<file path="config.mk">
export PLATFORM = sky130hd
export DESIGN_NAME = count_capture_fifo
export DESIGN_NICKNAME = d
export VERILOG_FILES = /design/src/rtl/count_capture_fifo.sv
export SDC_FILE = /design/constraint.sdc
export NUM_CORES = 1
export LEC_CHECK = 0
export BUFFER_PORTS_ARGS = -buffer_cell sky130_fd_sc_hd__buf_2
export CORE_ASPECT_RATIO = 0.6
export CORE_UTILIZATION = 35
export DETAILED_ROUTE_END_ITERATION = 8
export GPL_TIMING_DRIVEN = 0
export SKIP_LAST_GASP = 1
export SLEW_MARGIN = 5
export SYNTH_ARGS = -nofsm -noshare
export SYNTH_HDL_FRONTEND = slang
export SYNTH_SLANG_ARGS = --single-unit
</file>
<file path="constraint.sdc">
create_clock -name clk -period 2.9 [get_ports clk]
set_input_delay 0.435 -clock clk [delete_from_list [all_inputs] [get_ports clk]]
set_output_delay 0.435 -clock clk [all_outputs]
set_load 0.03 [all_outputs]
</file>
<file path="src/rtl/count_capture_fifo.sv">
// Snapshots the upstream counter value on a capture strobe or counter wrap and
// buffers the snapshots in a first-word-fall-through FIFO with drop accounting.
module count_capture_fifo #(
    parameter int unsigned WIDTH           = 8,
    parameter int unsigned DEPTH           = 8,
    parameter int unsigned ADDR_W          = 3,
    parameter bit          CAPTURE_ON_WRAP = 1'b1
) (
    input  logic              clk,
    input  logic              reset,
    input  logic [WIDTH-1:0]  count_in,
    input  logic              capture,
    input  logic              out_ready,
    output logic              out_valid,
    output logic [WIDTH-1:0]  out_data,
    output logic              wrap_seen,
    output logic [ADDR_W:0]   level,
    output logic              overflow,
    output logic [7:0]        drop_count
);

    localparam logic [ADDR_W:0]   LEVEL_FULL = (ADDR_W+1)'(DEPTH);
    localparam logic [ADDR_W:0]   LEVEL_ONE  = (ADDR_W+1)'(1);
    localparam logic [ADDR_W-1:0] PTR_ONE    = ADDR_W'(1);

    logic [WIDTH-1:0]  mem [DEPTH];
    logic [WIDTH-1:0]  count_prev;
    logic [ADDR_W-1:0] wr_ptr;
    logic [ADDR_W-1:0] rd_ptr;
    logic              wrap_evt;
    logic              push_req;
    logic              pop;
    logic              accept;
    logic              drop;

    // A wrap is strictly all-ones followed by zero; any other decrease is ignored.
    assign wrap_evt  = (count_prev == '1) && (count_in == '0);
    assign push_req  = capture || (CAPTURE_ON_WRAP && wrap_evt);
    assign out_valid = (level != '0);
    assign pop       = out_valid && out_ready;
    assign accept    = push_req && ((level != LEVEL_FULL) || pop);
    assign drop      = push_req && !accept;
    assign out_data  = out_valid ? mem[rd_ptr] : '0;

    always_ff @(posedge clk) begin
        if (accept && !reset) begin
            mem[wr_ptr] <= count_in;
        end
    end

    always_ff @(posedge clk) begin
        if (reset) begin
            count_prev <= '0;
            wrap_seen  <= 1'b0;
            wr_ptr     <= '0;
            rd_ptr     <= '0;
            level      <= '0;
            overflow   <= 1'b0;
            drop_count <= '0;
        end else begin
            count_prev <= count_in;
            wrap_seen  <= wrap_evt;
            if (accept) begin
                wr_ptr <= wr_ptr + PTR_ONE;
            end
            if (pop) begin
                rd_ptr <= rd_ptr + PTR_ONE;
            end
            if (accept && !pop) begin
                level <= level + LEVEL_ONE;
            end else if (pop && !accept) begin
                level <= level - LEVEL_ONE;
            end
            if (drop) begin
                overflow <= 1'b1;
                if (drop_count != 8'hFF) begin
                    drop_count <= drop_count + 8'd1;
                end
            end
        end
    end

endmodule

</file>
==> qor.csv, run 1 <==
metric,value,unit
CP max-delay cell,mux2_2,
pin count of the biggest net entering global routing,15,
critical path class,in -> reg,
Setup Slack @ Placement,-0.4864,ns
vias post-DR,2304,
Slew Limit Fails,0,
#FFs+latches synth,95,
global router's overall resource usage,0.1509,
Critical Path Source Type,input port,
port bufs,34,
layout cell share with drive strength beyond 1,0.2756,
clock-pin slew on the worst setup and hold paths,0.06,ns
DR WL met2,3.212,mm
hpwl dp,5.563,mm
Final GP Congestion,0.8358,
Post-Syn Area,3867,µm²
CP max FO,19,
VDD IR-drop max,0.4457,mV
final setup violating endpoints,0,
fin nets,326,
Max-Cap Viols,0,
fin cells,451,
Worst-Margin Slew,0.8620,ns
Post-Syn Instances,259,
status,"finished, final reports clean",
Rows,29,
Syn Area/Cell,14.93,µm²
synth unique cells,42,
via count of the first global-routing pass,2128,
Clock Path Buffers,2,
Antenna diodes,0,
grt ovf,0,
Slew headroom,0.4232,
total CTS buffers,9,
die area,11490,µm²
crit path capture type,register,
Hold Crit Class,in -> reg,
Clk Tree Root Cell,clkbuf_16,
die width,137.7,µm
part of the Yosys area used for sequential elements,0.6574,
Setup Skew,0.007055,ns
Total Neg Setup Slack,0,ns
I/O Pins,35,
drt pass-1 iters,4,
DRT Wirelength,7.883,mm
Die Span Y,83.43,µm
metal1 wirelength,4.047,mm
global-route wire length before repair,12.23,mm
RSZ-0062 raised after global routing,yes,
Via density,5.109,
most frequent cells in the layout,"edfxtp_1 (64), buf_2 (35), dfxtp_1 (31)",
Met3 Routed Length,506,µm
P&R area growth vs syn,17.99,%
Post-Syn Nets,278,
worst path cell trace,"buf_2, nor4_4, a41oi_2, buf_6, nor2_1, ha_1, inv_1, ha_1, a21o_1, a21oi_1, mux2i_1, mux2_2",
final worst slack,0.1555,ns
"most common cell after layout, fill and taps aside",edfxtp_1,
highest attainable clock frequency,364.4,MHz
worst path required time,3.13,ns
Fin Hold WS,0.4249,ns
"Hold Vio Cnt, Final",0,
Static Leakage,1.582,nW
H-tree Lvls,3,
"Top cell by count, worst path",ha_1,
max layer used,met4,
sinks on the clock net,95,
Core ar.,10670,µm²
DRC Markers,0,
Skew-Pair Late Insertion Delay,0.34,ns
Final period util,0.9464,
crit path DAT,2.98,ns
crit-path leading delay family,multiplexers,
CTS tree,done,
antenna-violating nets left,0,
hold_buf cts,0,
Ys Warns,0,
fin crit period,2.745,ns
PD cells,817.1,nW/µm²
Post-Place Cells,434,
initial cell density of the core,0.3625,
Final Power,0.003728,W
initial antenna violation count,0,
initial drt markers,152,
Crit path largest cell delay,0.35,ns
Crit path buffers/inverters,3,
routed len/inst,17.48,µm
synthesized netlist by cell type:
| master | instances | share of area |
|---|---|---|
| buf_6 | 1 | 0.0029 |
| buf_1 | 2 | 0.0019 |
| a41o_1 | 1 | 0.0026 |
| xor2_1 | 3 | 0.0068 |
| nor2b_1 | 12 | 0.019 |
| nand4_1 | 3 | 0.0049 |
| or3_1 | 3 | 0.0049 |
| dfxtp_1 | 31 | 0.16 |
| buf_2 | 2 | 0.0026 |
| nor3_1 | 4 | 0.0052 |
| xnor2_1 | 1 | 0.0023 |
| nand2b_1 | 1 | 0.0016 |
| mux4_2 | 16 | 0.093 |
| and4_1 | 2 | 0.0045 |
| nor4_4 | 2 | 0.011 |
| nor3_2 | 1 | 0.0026 |
| mux2i_1 | 10 | 0.026 |
| a211o_1 | 1 | 0.0023 |
| nor4_2 | 1 | 0.0032 |
| o211ai_1 | 1 | 0.0019 |
| inv_1 | 4 | 0.0039 |
| and2_1 | 1 | 0.0016 |
| a41oi_2 | 1 | 0.0042 |
| nand3_1 | 6 | 0.0078 |
| fa_1 | 1 | 0.0052 |
| mux2_2 | 1 | 0.0029 |
| nand2_1 | 7 | 0.0068 |
| o31ai_1 | 4 | 0.0078 |
| a31oi_1 | 1 | 0.0016 |
| nand3b_1 | 1 | 0.0019 |
| or4_1 | 4 | 0.0078 |
| ha_1 | 6 | 0.019 |
| nor2_1 | 26 | 0.025 |
| a21oi_1 | 13 | 0.017 |
| and3_1 | 2 | 0.0032 |
| o21ai_0 | 5 | 0.0065 |
| o2111ai_1 | 2 | 0.0045 |
| nor4_1 | 3 | 0.0049 |
| edfxtp_1 | 64 | 0.50 |
| o41ai_1 | 1 | 0.0023 |
| a21o_1 | 1 | 0.0019 |
| clkbuf_1 | 7 | 0.0068 |
worst reg2reg max path, stage by stage, from the launching register on:
cell	delay [ns]
dfxtp_1	0.42
nor3_4	0.33
and2_2	0.28
nor2_1	0.08
ha_1	0.19
inv_1	0.13
ha_1	0.25
a21o_1	0.17
a21oi_1	0.17
mux2i_1	0.23
mux2_2	0.35
cells by family after synthesis:
family	after synthesis	share of synthesized area
DFF	95	0.6574
xor gates and xnor gates	4	0.009060
AOI/OAI and AO/OA	31	0.05241
and+or+nand+nor	79	0.1165
buffers and inverters	16	0.01812
muxes	27	0.1220
adders and majority gates	7	0.02459
where the power goes:
group,switching [W],internal [W]
registers,0.0000700,0.00152
clock network,0.000472,0.000622
logic,0.000622,0.000424
state kept, by name, indices dropped and copies added (netlist names), named ones only:
signal and flops:
wr_ptr 3, count_prev 8, wrap_seen 1, mem 64, drop_count 8, level 4, rd_ptr 3, overflow 1
worst paths after layout:
check	start	endpoint	slack, ns	cells past startpoint
worst max-delay path	count_in[7]	level[3]	0.16	12
worst min-delay path	out_ready	register	0.42	3
worst max register to register	level[0]	level[3]	0.19	10
worst min register to register	rd_ptr[1]	register	0.48	2
repair_timing:
action | 4_1_cts | 5_1_grt
resized for setup | 3 | 5
pin swaps | 0 | 3
setup endpoints to repair | 12 | 5
cloned | 0 | 0
endpoints found under the hold margin | 0 | 0
setup buffers | 0 | 3
area by class of cell:
| type | count | area [µm²] |
|---|---|---|
| fill | 957 | 6105 |
| sequential | 95 | 2542 |
| multi-input combinational | 148 | 1296 |
| clock buffer | 12 | 256.5 |
| timing repair buffer | 39 | 207.7 |
| tap | 139 | 173.9 |
| buffer | 10 | 51.30 |
| clock inverter | 4 | 20.02 |
| inverter | 4 | 15.01 |
per-stage QoR:
stage	util	cell area (µm²)
final	0.4278	4563
after global routing	0.4278	4563
after CTS	0.4248	4532
after detailed placement	0.3982	4248
after global placement	0.3956	4220
after floorplan	-	3876
metal layers:
layer | up-vias | GRT usage
met2 | 62 | 0.1905
met1 | 1130 | 0.2306
li1 | 1099 | -
met4 | 0 | 0.05435
met5 | - | 0
met3 | 13 | 0.05617
Note: power is estimated with default switching activity, not from simulation.
==> inputs of run 2 (changes only) <==
--- a/config.mk
+++ b/config.mk
@@ -10,6 +10,7 @@
 export CORE_UTILIZATION = 35
 export DETAILED_ROUTE_END_ITERATION = 8
 export GPL_TIMING_DRIVEN = 0
+export MAX_ROUTING_LAYER = met4
 export SKIP_LAST_GASP = 1
 export SLEW_MARGIN = 5
 export SYNTH_ARGS = -nofsm -noshare
==> qor.csv, run 2 (synthesis results as in run 1) <==
metric,value,unit,change
port bufs,34,,unchanged
die width,137.7,µm,unchanged
PD cells,816.6,nW/µm²,about the same
layout cell share with drive strength beyond 1,0.2756,,unchanged
global router's overall resource usage,0.1551,,+0.004173
final setup violating endpoints,0,,unchanged
most flop-heavy register,mem,,
Top Registers,"mem (64), count_prev (8), drop_count (8)",,
HP Start,out_ready,,
"Hold Vio Cnt, Final",0,,unchanged
initial cell density of the core,0.3625,,unchanged
Static Leakage,1.582,nW,unchanged
Rows,29,,unchanged
"Top cell by count, worst path",ha_1,,
Core ar.,10670,µm²,unchanged
DRT Wirelength,7.860,mm,-0.29%
I/O Pins,35,,unchanged
Worst R2R Start,level[0],,
hold_buf cts,0,,unchanged
Final Power,0.003726,W,about the same
drt pass-1 iters,4,,unchanged
CP max-delay cell,mux2_2,,
Via density,5.049,,-1.2%
Clk Tree Root Cell,clkbuf_16,,
Slew Limit Fails,0,,unchanged
Largest register FFs,64,,unchanged
CP max FO,19,,unchanged
Setup Skew,0.008621,ns,+0.001566 ns
Post-DP Area,4248,µm²,unchanged
via count of the first global-routing pass,2134,,+0.28%
P&R area growth vs syn,17.99,%,unchanged
"most common cell after layout, fill and taps aside",edfxtp_1,,
RSZ-0062 raised after global routing,yes,,
Max-Cap Viols,0,,unchanged
global-route wire length before repair,12.23,mm,about the same
crit path DAT,2.97,ns,about the same
Antenna diodes,0,,unchanged
worst path cell trace,"buf_2, nor4_4, a41oi_2, buf_6, nor2_1, ha_1, inv_1, ha_1, a21o_1, a21oi_1, mux2i_1, mux2_2",,
sinks on the clock net,95,,unchanged
crit path capture type,register,,
critical path class,in -> reg,,
hpwl dp,5.563,mm,unchanged
Die Span Y,83.43,µm,unchanged
CP startpoint,count_in[7],,
highest attainable clock frequency,365.0,MHz,+0.18%
Reg2Reg Setup Slack,0.20,ns,about the same
Skew-Pair Late Insertion Delay,0.34,ns,about the same
Final period util,0.9447,,-0.001720
grt ovf,0,,unchanged
pin count of the biggest net entering global routing,15,,unchanged
Reg2Reg Capture Point,level[3],,
worst hold path depth,3,,unchanged
die area,11490,µm²,unchanged
CTS tree,done,,
Worst-Margin Slew,0.8281,ns,-0.03390 ns
routed len/inst,17.43,µm,-0.29%
fin nets,326,,unchanged
total CTS buffers,9,,unchanged
worst path required time,3.13,ns,about the same
Clock Path Buffers,2,,unchanged
Critical Path Source Type,input port,,
vias post-DR,2277,,-1.2%
most frequent cells in the layout,"edfxtp_1 (64), buf_2 (35), dfxtp_1 (31)",,
VDD IR-drop max,0.4457,mV,about the same
initial drt markers,147,,-3.3%
Slew headroom,0.4449,,+0.02171
initial antenna violation count,0,,unchanged
cell depth of the worst flop-to-flop path,10,,unchanged
status,"finished, final reports clean",,
H-tree Lvls,3,,unchanged
Final Cell Area,4563,µm²,unchanged
Crit path largest cell delay,0.35,ns,about the same
Final GP Congestion,0.8487,,+1.5%
DRC Markers,0,,unchanged
antenna-violating nets left,0,,unchanged
Hold Crit Class,in -> reg,,
fin crit period,2.740,ns,-0.004989 ns
clock-pin slew on the worst setup and hold paths,0.06,ns,about the same
-- run 2: cell counts in the layout (fill, tap and decap cells not counted) --
No cell type changed its count.
-- run 2: worst max path at each step --
stage / end / depth (start not counted)
final: level[3] / 12
after global routing: level[3] / 12
after CTS: level[3] / 10
after detailed placement: level[3] / 13
after global placement: mem[0][3] / 6
after floorplan: level[3] / 10
-- run 2: area by class of cell --
class	instances	area [µm²]
clock inverter	4	20.02
timing repair buffer	39	207.7
fill	957	6105
inverter	4	15.01
tap	139	173.9
buffer	10	51.30
multi-input combinational	148	1296
clock buffer	12	256.5
sequential	95	2542
-- run 2: layer usage --
metal | vias up | GRT usage | wire, µm
met5 | - | - | 0
met4 | 0 | 0.05435 | 110
met3 | 10 | 0.05617 | 466
met2 | 50 | 0.1914 | 3210
met1 | 1117 | 0.2290 | 4072
li1 | 1100 | - | -
-- run 2: what timing repair did --
action                                  CTS  global route
setup buffers                             0             3
endpoints found under the setup margin   12             5
gates resized for setup                   3             5
pin swaps                                 0             3
-- run 2: where the power goes --
part	leakage (nW)	switching, W	internal, W	total, W
combinational	0.608	0.000623	0.000424	0.00105
sequential	0.832	0.0000701	0.00152	0.00159
clock	0.142	0.000470	0.000622	0.00109
-- run 2: metrics by stage --
stage	cells	hold WS (ns)	setup TNS (ns)	worst slack, ns	util
2_1_floorplan	259	0.4541	0	0.01013	-
3_3_place_gp	432	0.4549	-12.51	-0.6988	0.3956
3_5_place_dp	434	0.4626	-5.732	-0.4864	0.3982
4_1_cts	450	0.4092	-0.1137	-0.1137	0.4248
5_1_grt	451	0.4240	-0.03163	-0.03163	0.4278
6_report	451	0.4229	0	0.1604	0.4278
-- run 2: worst max-delay path, delay by kind of cell --
kind / cells / cell delay, ns
mux: 2 / 0.58
simple gates: 2 / 0.46
fa+ha+maj: 2 / 0.46
buf+inv: 3 / 0.47
compound gates: 3 / 0.55
